<file path="src/rtl/stream_merge_2_to_1_pkg.sv">
// Result-path package: source codes and arbiter state type for the 2:1 stream merge.
// Latency: n/a (types and constants only).
// Backpressure: n/a.
package stream_merge_2_to_1_pkg;

    // Source tag carried with every merged beat
    localparam logic FULLY_CONVOL = 1'b0;
    localparam logic MAX_POOLING  = 1'b1;

    typedef enum logic [1:0] {
        IDLE       = 2'd0,
        GRANT_CONV = 2'd1,
        GRANT_POOL = 2'd2
    } state_e;

endpackage

</file>
<file path="src/rtl/stream_merge_2_to_1_stream_out_reg.sv">
// Single-entry registered output slice carrying data, source tag and last flag.
// Latency: a loaded beat is visible on out_* the cycle after load.
// Backpressure: accepts a new beat when empty or when the held beat leaves this cycle; holds stable while out_ready is low.
module stream_out_reg #(
    parameter int DATA_WIDTH = 32
) (
    input  logic                  clk,
    input  logic                  rst,
    input  logic                  in_vld,
    output logic                  in_rdy,
    input  logic [DATA_WIDTH-1:0] in_dat,
    input  logic                  in_src,
    input  logic                  in_last,
    output logic                  out_valid,
    input  logic                  out_ready,
    output logic [DATA_WIDTH-1:0] out_data,
    output logic                  out_src,
    output logic                  out_last
);

    logic                  valid_q, valid_d;
    logic [DATA_WIDTH-1:0] data_q, data_d;
    logic                  src_q, src_d;
    logic                  last_q, last_d;
    logic                  load;

    // Slot is free when empty or when its current beat drains this cycle
    assign in_rdy = !valid_q || out_ready;
    assign load   = in_vld && in_rdy;

    // Next-state of the slot: load a new beat, drain the old one, or hold
    always_comb begin
        valid_d = valid_q;
        data_d  = data_q;
        src_d   = src_q;
        last_d  = last_q;
        if (load) begin
            valid_d = 1'b1;
            data_d  = in_dat;
            src_d   = in_src;
            last_d  = in_last;
        end else if (out_ready) begin
            valid_d = 1'b0;
        end
    end

    // Slot registers; reset discards any pending beat
    always_ff @(posedge clk) begin
        if (rst) begin
            valid_q <= 1'b0;
            data_q  <= '0;
            src_q   <= 1'b0;
            last_q  <= 1'b0;
        end else begin
            valid_q <= valid_d;
            data_q  <= data_d;
            src_q   <= src_d;
            last_q  <= last_d;
        end
    end

    assign out_valid = valid_q;
    assign out_data  = data_q;
    assign out_src   = src_q;
    assign out_last  = last_q;

endmodule

</file>
<file path="src/rtl/stream_merge_2_to_1.sv">
// Merges convolution and max-pooling result streams into one tagged writeback stream.
// Latency: one idle cycle per grant, then accepted beats appear on out_* one cycle later.
// Backpressure: granted source's ready follows the output slot (!out_valid || out_ready); other source held off.
module stream_merge_2_to_1
    import stream_merge_2_to_1_pkg::*;
#(
    parameter int DATA_WIDTH = 32,
    parameter int BURST_LEN  = 16
) (
    input  logic                  clk,
    input  logic                  rst,
    input  logic                  conv_valid,
    output logic                  conv_ready,
    input  logic [DATA_WIDTH-1:0] conv_data,
    input  logic                  conv_last,
    input  logic                  pool_valid,
    output logic                  pool_ready,
    input  logic [DATA_WIDTH-1:0] pool_data,
    input  logic                  pool_last,
    output logic                  out_valid,
    input  logic                  out_ready,
    output logic [DATA_WIDTH-1:0] out_data,
    output logic                  out_src,
    output logic                  out_last,
    output logic                  busy
);

    localparam int               CNT_W   = (BURST_LEN > 1) ? $clog2(BURST_LEN) : 1;
    localparam logic [CNT_W-1:0] CNT_MAX = CNT_W'(BURST_LEN - 1);
    localparam logic [CNT_W-1:0] CNT_ONE = CNT_W'(1);

    state_e                  state_q, state_d;
    logic                    last_grant_q, last_grant_d;
    logic [CNT_W-1:0]        beat_cnt_q, beat_cnt_d;

    logic                    slot_rdy;
    logic                    sel_vld;
    logic                    sel_rdy;
    logic [DATA_WIDTH-1:0]   sel_dat;
    logic                    sel_last;
    logic                    sel_src;
    logic                    accept;
    logic                    beat_last;

    // Route the granted source to the output slot; non-granted source sees ready low
    always_comb begin
        sel_vld    = 1'b0;
        sel_rdy    = 1'b0;
        sel_dat    = '0;
        sel_last   = 1'b0;
        sel_src    = FULLY_CONVOL;
        conv_ready = 1'b0;
        pool_ready = 1'b0;
        case (state_q)
            GRANT_CONV: begin
                conv_ready = slot_rdy;
                sel_rdy    = slot_rdy;
                sel_vld    = conv_valid;
                sel_dat    = conv_data;
                sel_last   = conv_last;
                sel_src    = FULLY_CONVOL;
            end
            GRANT_POOL: begin
                pool_ready = slot_rdy;
                sel_rdy    = slot_rdy;
                sel_vld    = pool_valid;
                sel_dat    = pool_data;
                sel_last   = pool_last;
                sel_src    = MAX_POOLING;
            end
            default: begin
            end
        endcase
        accept    = sel_vld && sel_rdy;
        // Grant ends on packet end or burst limit; coinciding is still a single end
        beat_last = sel_last || (beat_cnt_q == CNT_MAX);
    end

    // Arbiter: pick a source in IDLE (alternate on tie), release it at grant end
    always_comb begin
        state_d      = state_q;
        last_grant_d = last_grant_q;
        beat_cnt_d   = beat_cnt_q;
        case (state_q)
            IDLE: begin
                if (conv_valid && pool_valid) begin
                    state_d = (last_grant_q == MAX_POOLING) ? GRANT_CONV : GRANT_POOL;
                end else if (conv_valid) begin
                    state_d = GRANT_CONV;
                end else if (pool_valid) begin
                    state_d = GRANT_POOL;
                end
            end
            GRANT_CONV, GRANT_POOL: begin
                if (accept) begin
                    if (beat_last) begin
                        beat_cnt_d   = '0;
                        last_grant_d = sel_src;
                        state_d      = IDLE;
                    end else begin
                        beat_cnt_d = beat_cnt_q + CNT_ONE;
                    end
                end
            end
            default: begin
                state_d = IDLE;
            end
        endcase
    end

    // Arbiter registers; pooling counts as last served so conv wins the first tie
    always_ff @(posedge clk) begin
        if (rst) begin
            state_q      <= IDLE;
            last_grant_q <= MAX_POOLING;
            beat_cnt_q   <= '0;
        end else begin
            state_q      <= state_d;
            last_grant_q <= last_grant_d;
            beat_cnt_q   <= beat_cnt_d;
        end
    end

    stream_out_reg #(
        .DATA_WIDTH (DATA_WIDTH)
    ) u_out_reg (
        .clk       (clk),
        .rst       (rst),
        .in_vld    (accept),
        .in_rdy    (slot_rdy),
        .in_dat    (sel_dat),
        .in_src    (sel_src),
        .in_last   (beat_last),
        .out_valid (out_valid),
        .out_ready (out_ready),
        .out_data  (out_data),
        .out_src   (out_src),
        .out_last  (out_last)
    );

    assign busy = (state_q != IDLE) || out_valid;

endmodule
</file>
<file path="config.mk">
export PLATFORM = sky130hd
export DESIGN_NAME = stream_merge_2_to_1
export DESIGN_NICKNAME = d
export VERILOG_FILES = /design/src/rtl/stream_merge_2_to_1_pkg.sv /design/src/rtl/stream_merge_2_to_1_stream_out_reg.sv /design/src/rtl/stream_merge_2_to_1.sv
export SDC_FILE = /design/constraint.sdc
export NUM_CORES = 1
export LEC_CHECK = 0
export BUFFER_PORTS_ARGS = -buffer_cell sky130_fd_sc_hd__buf_2
export CORE_MARGIN = 3
export CORE_UTILIZATION = 45
export CTS_CLUSTER_DIAMETER = 80
export DETAILED_ROUTE_END_ITERATION = 8
export PLACE_DENSITY = 0.82
export SYNTH_ARGS = -nofsm -noshare
export SYNTH_HDL_FRONTEND = slang
export SYNTH_SLANG_ARGS = --single-unit
</file>
<file path="constraint.sdc">
create_clock -name clk -period 2.07 [get_ports clk]
set_input_delay 0.1035 -clock clk [delete_from_list [all_inputs] [get_ports clk]]
set_output_delay 0.1035 -clock clk [all_outputs]
set_load 0.02 [all_outputs]
</file>
==> flow_results.xml, run 1 <==
<?xml version="1.0" encoding="UTF-8"?>
<metrics>
  <group name="setup_path">
    <metric name="timing.critical_path.from_type" unit="">flip-flop</metric>
    <metric name="r2r.worst_path.cells" unit="">7</metric>
    <metric name="timing.critical_path.required" unit="ns">2.25</metric>
    <metric name="critPathKind" unit="">reg2reg</metric>
    <metric name="cp_max_fo" unit="">15</metric>
    <metric name="cp_endpoint_kind" unit="">flip-flop</metric>
    <metric name="worstPathArrival" unit="ns">2.15</metric>
  </group>
  <group name="synth">
    <metric name="synth.cell_area" unit="µm²">2220</metric>
    <metric name="synth_top_family_by_area" unit="">simple AND/OR/NAND/NOR gates</metric>
    <metric name="synthTopCellsByArea" unit="">dfxtp_1 38%, nor2_4 11%, a221oi_1 10%, nor3_2 9.0%, a221oi_2 4.1%</metric>
    <metric name="synth_area_in_compound_gates" unit="">0.200</metric>
    <metric name="synth-edff-count" unit="">0</metric>
    <metric name="synth.mux.area_fraction" unit="">0.0113</metric>
    <metric name="postSynthCellCount" unit="">212</metric>
    <metric name="synthDominantCellAreaShare" unit="">0.378</metric>
    <metric name="synth.largest_area_cell" unit="">dfxtp_1</metric>
    <metric name="asyncSetResetFlopFracSynth" unit="">0</metric>
    <metric name="synth.most_common_cell" unit="">dfxtp_1</metric>
    <metric name="synth_nets" unit="">287</metric>
    <metric name="synthDistinctLibCells" unit="">39</metric>
    <metric name="synthAdderAreaFrac" unit="">0.0225</metric>
    <metric name="yosysSeqAreaShare" unit="">0.378</metric>
    <metric name="synthSimpleGateAreaFrac" unit="">0.313</metric>
    <metric name="synth_ff_type" unit="">dfxtp_1</metric>
    <metric name="synth_xor_area_frac" unit="">0</metric>
    <metric name="postSynthRegisterBits" unit="">42</metric>
    <metric name="count_of_yosys_warnings_during_synthesis" unit="">0</metric>
    <metric name="post_synth_most_frequent_cells" unit="">42 x dfxtp_1, 26 x a221oi_1, 21 x nor2_4</metric>
    <metric name="synth_area_per_cell" unit="µm²">10.5</metric>
  </group>
  <group name="clock_tree">
    <metric name="path_clk_slew" unit="ns">0.08</metric>
    <metric name="postCtsSetupRepairBufs" unit="">0</metric>
    <metric name="clk-insertion-delay-late" unit="ns">0.29</metric>
    <metric name="htree_depth" unit="">2</metric>
    <metric name="numClockSinks" unit="">42</metric>
    <metric name="cts.root.buffer_cell" unit="">clkbuf_8</metric>
    <metric name="clock_path_buffers" unit="">2</metric>
    <metric name="ctsHoldBuffers" unit="">0</metric>
    <metric name="tritoncts" unit="">yes</metric>
    <metric name="numCtsBuffers" unit="">5</metric>
    <metric name="cts-resized-gates" unit="">0</metric>
  </group>
  <group name="floorplan">
    <metric name="core_area" unit="µm²">4560</metric>
    <metric name="ioPinCount" unit="">109</metric>
    <metric name="placement_rows" unit="">24</metric>
    <metric name="dieHeight" unit="µm">76.3</metric>
    <metric name="initial_core_util" unit="">0.487</metric>
    <metric name="dieWidth" unit="µm">76.3</metric>
    <metric name="die_area" unit="µm²">5820</metric>
  </group>
  <group name="grt">
    <metric name="antenna_violations_before_repair" unit="">0</metric>
    <metric name="first_global_vias" unit="">2031</metric>
    <metric name="largest_net_degree_at_the_start_of_global_routing" unit="">39</metric>
    <metric name="grt_usage" unit="">0.180</metric>
    <metric name="global_route_wire_length_before_repair" unit="µm">8850</metric>
    <metric name="globalRoute.totalOverflow" unit="">0</metric>
  </group>
  <group name="placement">
    <metric name="portBuffers" unit="">108</metric>
    <metric name="dp_hpwl" unit="µm">3860</metric>
    <metric name="routabilityCongestion" unit="">0.702</metric>
    <metric name="post_dp_cell_area" unit="µm²">2750</metric>
    <metric name="dp_slack" unit="ns">0.0348</metric>
  </group>
  <group name="layout">
    <metric name="num_antenna_cells" unit="">0</metric>
    <metric name="finish.instance_area" unit="µm²">2870</metric>
    <metric name="area_delta_synth_final" unit="%">29.1</metric>
    <metric name="post_route_cells_drive_above_1_share" unit="">0.564</metric>
    <metric name="fin_nets" unit="">389</metric>
  </group>
  <group name="sta">
    <metric name="rsz0062_at_grt" unit="">false</metric>
    <metric name="finalSetupTns" unit="ns">0</metric>
    <metric name="finalHoldViolations" unit="">0</metric>
    <metric name="timing_max_transition_violations_final" unit="">0</metric>
    <metric name="period_share" unit="">0.953</metric>
    <metric name="finalWorstPathRequiredPeriod" unit="ns">1.97</metric>
    <metric name="worst_slack" unit="ns">0.0967</metric>
    <metric name="fmaxAchievable" unit="MHz">507</metric>
    <metric name="fin_worst_skew" unit="ns">0.00746</metric>
    <metric name="max_slew_margin" unit="">0.618</metric>
    <metric name="worst-slew-pin-transition" unit="ns">0.573</metric>
    <metric name="setup_viol" unit="">0</metric>
  </group>
  <group name="pwr">
    <metric name="leakage_component_of_the_power" unit="µW">0.00127</metric>
    <metric name="comb_power_share" unit="">0.433</metric>
    <metric name="power-per-cell-area" unit="nW/µm²">1030</metric>
    <metric name="cellInternalPower" unit="µW">1820</metric>
    <metric name="total_power" unit="µW">2960</metric>
    <metric name="share_seq_of_total_power" unit="">0.348</metric>
    <metric name="clock_power_share" unit="">0.219</metric>
    <metric name="p_sw" unit="µW">1140</metric>
    <metric name="peakVddDrop" unit="mV">0.573</metric>
    <metric name="p_sw_frac" unit="">0.384</metric>
  </group>
  <group name="drt">
    <metric name="dr_total_vias" unit="">2017</metric>
    <metric name="detail_route.wl_per_cell" unit="µm">14.1</metric>
    <metric name="routed_wirelength" unit="µm">5360</metric>
    <metric name="detailed_router_iteration_count_before_antenna_repair" unit="">4</metric>
    <metric name="ant_nets" unit="">0</metric>
    <metric name="drc_violations_left" unit="">0</metric>
    <metric name="avgViaCountPerCell" unit="">5.32</metric>
    <metric name="first_iter_violations" unit="">45</metric>
  </group>
  <group name="run_status">
    <metric name="run_status" unit="">finished, final reports clean</metric>
  </group>
  <group name="job">
    <metric name="drv_cap" unit="">0</metric>
  </group>
  <group name="min_path">
    <metric name="whs_path_depth" unit="">3</metric>
    <metric name="worstHoldPathType" unit="">in2reg</metric>
  </group>
</metrics>
-- state kept, by name (all words and copies together), names as in the netlist --
signal               count
last_grant_q             1
state_q                  2
u_out_reg.out_last       1
u_out_reg.out_valid      1
u_out_reg.out_src        1
u_out_reg.out_data      32
beat_cnt_q               4
-- cell families after synthesis --
group / Yosys count
adder cells (fa/ha/maj): 4
buffers and inverters: 25
AO/OA/AOI/OAI: 48
flip-flops: 42
multiplexers: 2
AND/OR/NAND/NOR: 91
-- critical path, stage by stage (launching register included) --
cell      delay, ns
dfxtp_1        0.33
inv_1          0.10
ha_1           0.22
buf_4          0.25
a22o_1         0.30
o211ai_2       0.12
a21oi_2        0.22
mux2_4         0.32
-- worst paths after layout --
kind	from	endpoint	slack (ns)
min	conv_data[20]	u_out_reg.out_data[20]	0.09
max reg2reg	state_q[0]	state_q[0]	0.1
max	state_q[0]	state_q[0]	0.1
min reg2reg	u_out_reg.out_src	u_out_reg.out_src	0.47
-- cells in the final DEF, fill, tap and decap left out, types with 2 or more instances in the layout --
| cell | synthesis | routed |
|---|---|---|
| nor2_1 | 16 | 16 |
| buf_2 | 2 | 108 |
| a221oi_1 | 26 | 26 |
| nand2b_1 | 3 | 3 |
| a21oi_1 | 5 | 5 |
| and3_4 | 1 | 2 |
| nand3_1 | 2 | 2 |
| a221oi_2 | 6 | 6 |
| dfxtp_1 | 42 | 42 |
| and2_1 | 2 | 2 |
| clkbuf_8 | 0 | 6 |
| nor3_1 | 12 | 12 |
| o21ai_0 | 2 | 2 |
| nor2b_1 | 2 | 2 |
| nor3_2 | 20 | 20 |
| buf_4 | 0 | 7 |
| inv_1 | 4 | 4 |
| ha_1 | 4 | 4 |
| nand2_1 | 5 | 5 |
| nor2_4 | 21 | 21 |
| nor3b_1 | 2 | 2 |
-- power by group through the flow --
stage                     clock network (µW)  registers [µW]  logic [µW]
after global placement                     0            1040        1230
after global routing                     695            1040        1400
final                                    647            1030        1280
after detailed placement                   0            1050        1270
after floorplan                            0            1170         843
after CTS                                663            1030        1270
-- final cells by class --
| class | count | area [µm²] |
|---|---|---|
| Fill cell | 417 | 1700 |
| Multi-Input combinational cell | 146 | 1230 |
| Sequential cell | 42 | 841 |
| Timing Repair Buffer | 115 | 593 |
| Clock buffer | 6 | 82.6 |
| Tap cell | 65 | 81.3 |
| Clock inverter | 1 | 30.0 |
| Inverter | 4 | 15.0 |
-- per-stage QoR --
step                hold slack (ns)  std cells   util
floorplan                     0.286        212      -
global placement              0.383        371  0.601
detailed placement            0.388        371  0.601
CTS                          0.0892        378  0.626
global route                 0.0988        379  0.629
finish                       0.0936        379  0.629
-- layer usage --
metal / vias to the layer above / track usage / wire, µm
met5: - / 0 / 0
met4: 0 / 0.0707 / 81
met3: 9 / 0.0449 / 312
met2: 73 / 0.322 / 2750
met1: 946 / 0.204 / 2210
li1: 989 / - / -
Note: power is estimated with default switching activity, not from simulation.
==> run 2: changes to the inputs <==
Clock period 2.07 ns to 2.05 ns, I/O delays scaled along.
==> flow_results.xml, run 2 (synthesized netlist as in run 1, its figures left out) <==
<?xml version="1.0" encoding="UTF-8"?>
<metrics>
  <group name="run_status">
    <metric name="run_status" unit="">finished, final reports clean</metric>
  </group>
  <group name="drt">
    <metric name="ant_nets" unit="">0</metric>
    <metric name="drc_violations_left" unit="">0</metric>
    <metric name="detail_route.wl_per_cell" unit="µm">14.4</metric>
    <metric name="avgViaCountPerCell" unit="">5.31</metric>
    <metric name="dr_total_vias" unit="">2018</metric>
    <metric name="detailed_router_iteration_count_before_antenna_repair" unit="">4</metric>
    <metric name="routed_wirelength" unit="µm">5460</metric>
    <metric name="first_iter_violations" unit="">91</metric>
  </group>
  <group name="setup_path">
    <metric name="timing.critical_path.from_type" unit="">flip-flop</metric>
    <metric name="worstPathArrival" unit="ns">2.11</metric>
    <metric name="buf_inv_stages_crit_path" unit="">2</metric>
    <metric name="slowest_stage" unit="">dfxtp_1</metric>
    <metric name="cp_max_fo" unit="">14</metric>
    <metric name="cp_endpoint_kind" unit="">flip-flop</metric>
    <metric name="worstReg2RegEnd" unit="">state_q[0]</metric>
    <metric name="critical_path.startpoint" unit="">state_q[0]</metric>
    <metric name="critPathKind" unit="">reg2reg</metric>
    <metric name="critical_path.top_delay_family" unit="">compound AO/OA/AOI/OAI gates</metric>
    <metric name="critical-path-max-stage-delay" unit="ns">0.33</metric>
    <metric name="r2r.worst_path.cells" unit="">7</metric>
    <metric name="timing.critical_path.required" unit="ns">2.23</metric>
    <metric name="cp_cell_sequence" unit="">inv_1 -&gt; ha_1 -&gt; buf_4 -&gt; a22o_1 -&gt; o211ai_2 -&gt; a21oi_2 -&gt; mux2_4</metric>
    <metric name="crit-reg2reg-launch" unit="">state_q[0]</metric>
    <metric name="ff2ff_setup_slack" unit="ns">0.11</metric>
  </group>
  <group name="sta">
    <metric name="rsz0062_at_grt" unit="">false</metric>
    <metric name="fin_worst_skew" unit="ns">0.00555</metric>
    <metric name="fmaxAchievable" unit="MHz">517</metric>
    <metric name="max_slew_margin" unit="">0.620</metric>
    <metric name="period_share" unit="">0.944</metric>
    <metric name="finalHoldViolations" unit="">0</metric>
    <metric name="worst_slack" unit="ns">0.114</metric>
    <metric name="setup_viol" unit="">0</metric>
    <metric name="timing_max_transition_violations_final" unit="">0</metric>
    <metric name="finalSetupTns" unit="ns">0</metric>
    <metric name="finalWorstPathRequiredPeriod" unit="ns">1.94</metric>
    <metric name="worst-slew-pin-transition" unit="ns">0.570</metric>
    <metric name="whs" unit="ns">0.101</metric>
  </group>
  <group name="clock_tree">
    <metric name="ctsHoldBuffers" unit="">0</metric>
    <metric name="numClockSinks" unit="">42</metric>
    <metric name="clk-insertion-delay-late" unit="ns">0.28</metric>
    <metric name="cts.root.buffer_cell" unit="">clkbuf_8</metric>
    <metric name="cts-resized-gates" unit="">0</metric>
    <metric name="tritoncts" unit="">yes</metric>
    <metric name="numCtsBuffers" unit="">5</metric>
    <metric name="postCtsSetupRepairBufs" unit="">0</metric>
    <metric name="htree_depth" unit="">2</metric>
    <metric name="path_clk_slew" unit="ns">0.08</metric>
    <metric name="clock_path_buffers" unit="">2</metric>
  </group>
  <group name="placement">
    <metric name="portBuffers" unit="">108</metric>
    <metric name="dp_hpwl" unit="µm">3930</metric>
    <metric name="place_inst" unit="">371</metric>
    <metric name="routabilityCongestion" unit="">0.750</metric>
    <metric name="dp_slack" unit="ns">0.0431</metric>
  </group>
  <group name="grt">
    <metric name="largest_net_degree_at_the_start_of_global_routing" unit="">39</metric>
    <metric name="global_route_wire_length_before_repair" unit="µm">8750</metric>
    <metric name="globalRoute.totalOverflow" unit="">0</metric>
    <metric name="grt_usage" unit="">0.178</metric>
    <metric name="antenna_violations_before_repair" unit="">0</metric>
    <metric name="first_global_vias" unit="">1927</metric>
  </group>
  <group name="layout">
    <metric name="num_antenna_cells" unit="">0</metric>
    <metric name="fin_nets" unit="">389</metric>
    <metric name="largest_reg_flops" unit="">32</metric>
    <metric name="n_fill_cell" unit="">416</metric>
    <metric name="post_route_cells_drive_above_1_share" unit="">0.562</metric>
    <metric name="layout_commonest_cell" unit="">buf_2</metric>
    <metric name="mostFrequentLayoutCells" unit="">108 x buf_2, 42 x dfxtp_1, 26 x a221oi_1, 21 x nor2_4, 20 x nor3_2</metric>
    <metric name="final-instance-count-excl-fill" unit="">380</metric>
    <metric name="area_delta_synth_final" unit="%">28.2</metric>
  </group>
  <group name="floorplan">
    <metric name="initial_core_util" unit="">0.487</metric>
    <metric name="die_area" unit="µm²">5820</metric>
    <metric name="ioPinCount" unit="">109</metric>
    <metric name="dieWidth" unit="µm">76.3</metric>
    <metric name="core_area" unit="µm²">4560</metric>
    <metric name="dieHeight" unit="µm">76.3</metric>
    <metric name="placement_rows" unit="">24</metric>
  </group>
  <group name="min_path">
    <metric name="whs_path_depth" unit="">3</metric>
    <metric name="hold_start" unit="">conv_data[20]</metric>
    <metric name="min_to" unit="">u_out_reg.out_data[20]</metric>
    <metric name="worstHoldPathType" unit="">in2reg</metric>
  </group>
  <group name="pwr">
    <metric name="leakage_component_of_the_power" unit="µW">0.00126</metric>
    <metric name="peakVddDrop" unit="mV">0.422</metric>
    <metric name="power-per-cell-area" unit="nW/µm²">1000</metric>
  </group>
  <group name="job">
    <metric name="drv_cap" unit="">0</metric>
  </group>
</metrics>
## run 2: cell type report
cell class,count,area [µm²],area share
Multi-Input combinational cell,146,1230,0.431
Tap cell,65,81.3,0.0286
Timing Repair Buffer,115,593,0.208
Clock buffer,7,86.3,0.0303
Clock inverter,1,5.00,0.00176
Inverter,4,15.0,0.00527
Sequential cell,42,841,0.295
## run 2: per-layer routing
metal	up-vias	global-route usage	wire length, µm	share of wire
met3	2	0.0496	343	0.063
met1	941	0.210	2220	0.41
li1	996	-	-	-
met4	0	0.0326	20	0.0037
met2	79	0.322	2870	0.53
met5	-	0	0	0
## run 2: worst max path at each step
stage,to,slack [ns],depth (start not counted)
CTS,beat_cnt_q[0],0.02,5
global placement,beat_cnt_q[0],0.13,5
floorplan,u_out_reg.out_data[10],0.39,9
finish,state_q[0],0.11,7
global route,state_q[0],0.02,7
detailed placement,beat_cnt_q[0],0.04,5
## run 2: worst min-delay path, delay by kind of cell
kind                   cells  cell delay (ns)
AO/OA/AOI/OAI              1             0.07
AND/OR/NAND/NOR            1             0.09
buffers and inverters      1             0.08
## run 2: stage by stage
stage                      util  area [µm²]  power, µW
after floorplan               -        2220       2040
after global placement    0.601        2750       2290
after detailed placement  0.601        2750       2330
after CTS                 0.621        2840       2870
after global routing      0.624        2850       3030
final                     0.624        2850       2860
## run 2: report_power, final
group | total [µW] | internal, µW | switching (µW)
combinational | 1280 | 497 | 785
clock | 534 | 272 | 262
sequential | 1040 | 943 | 99.0
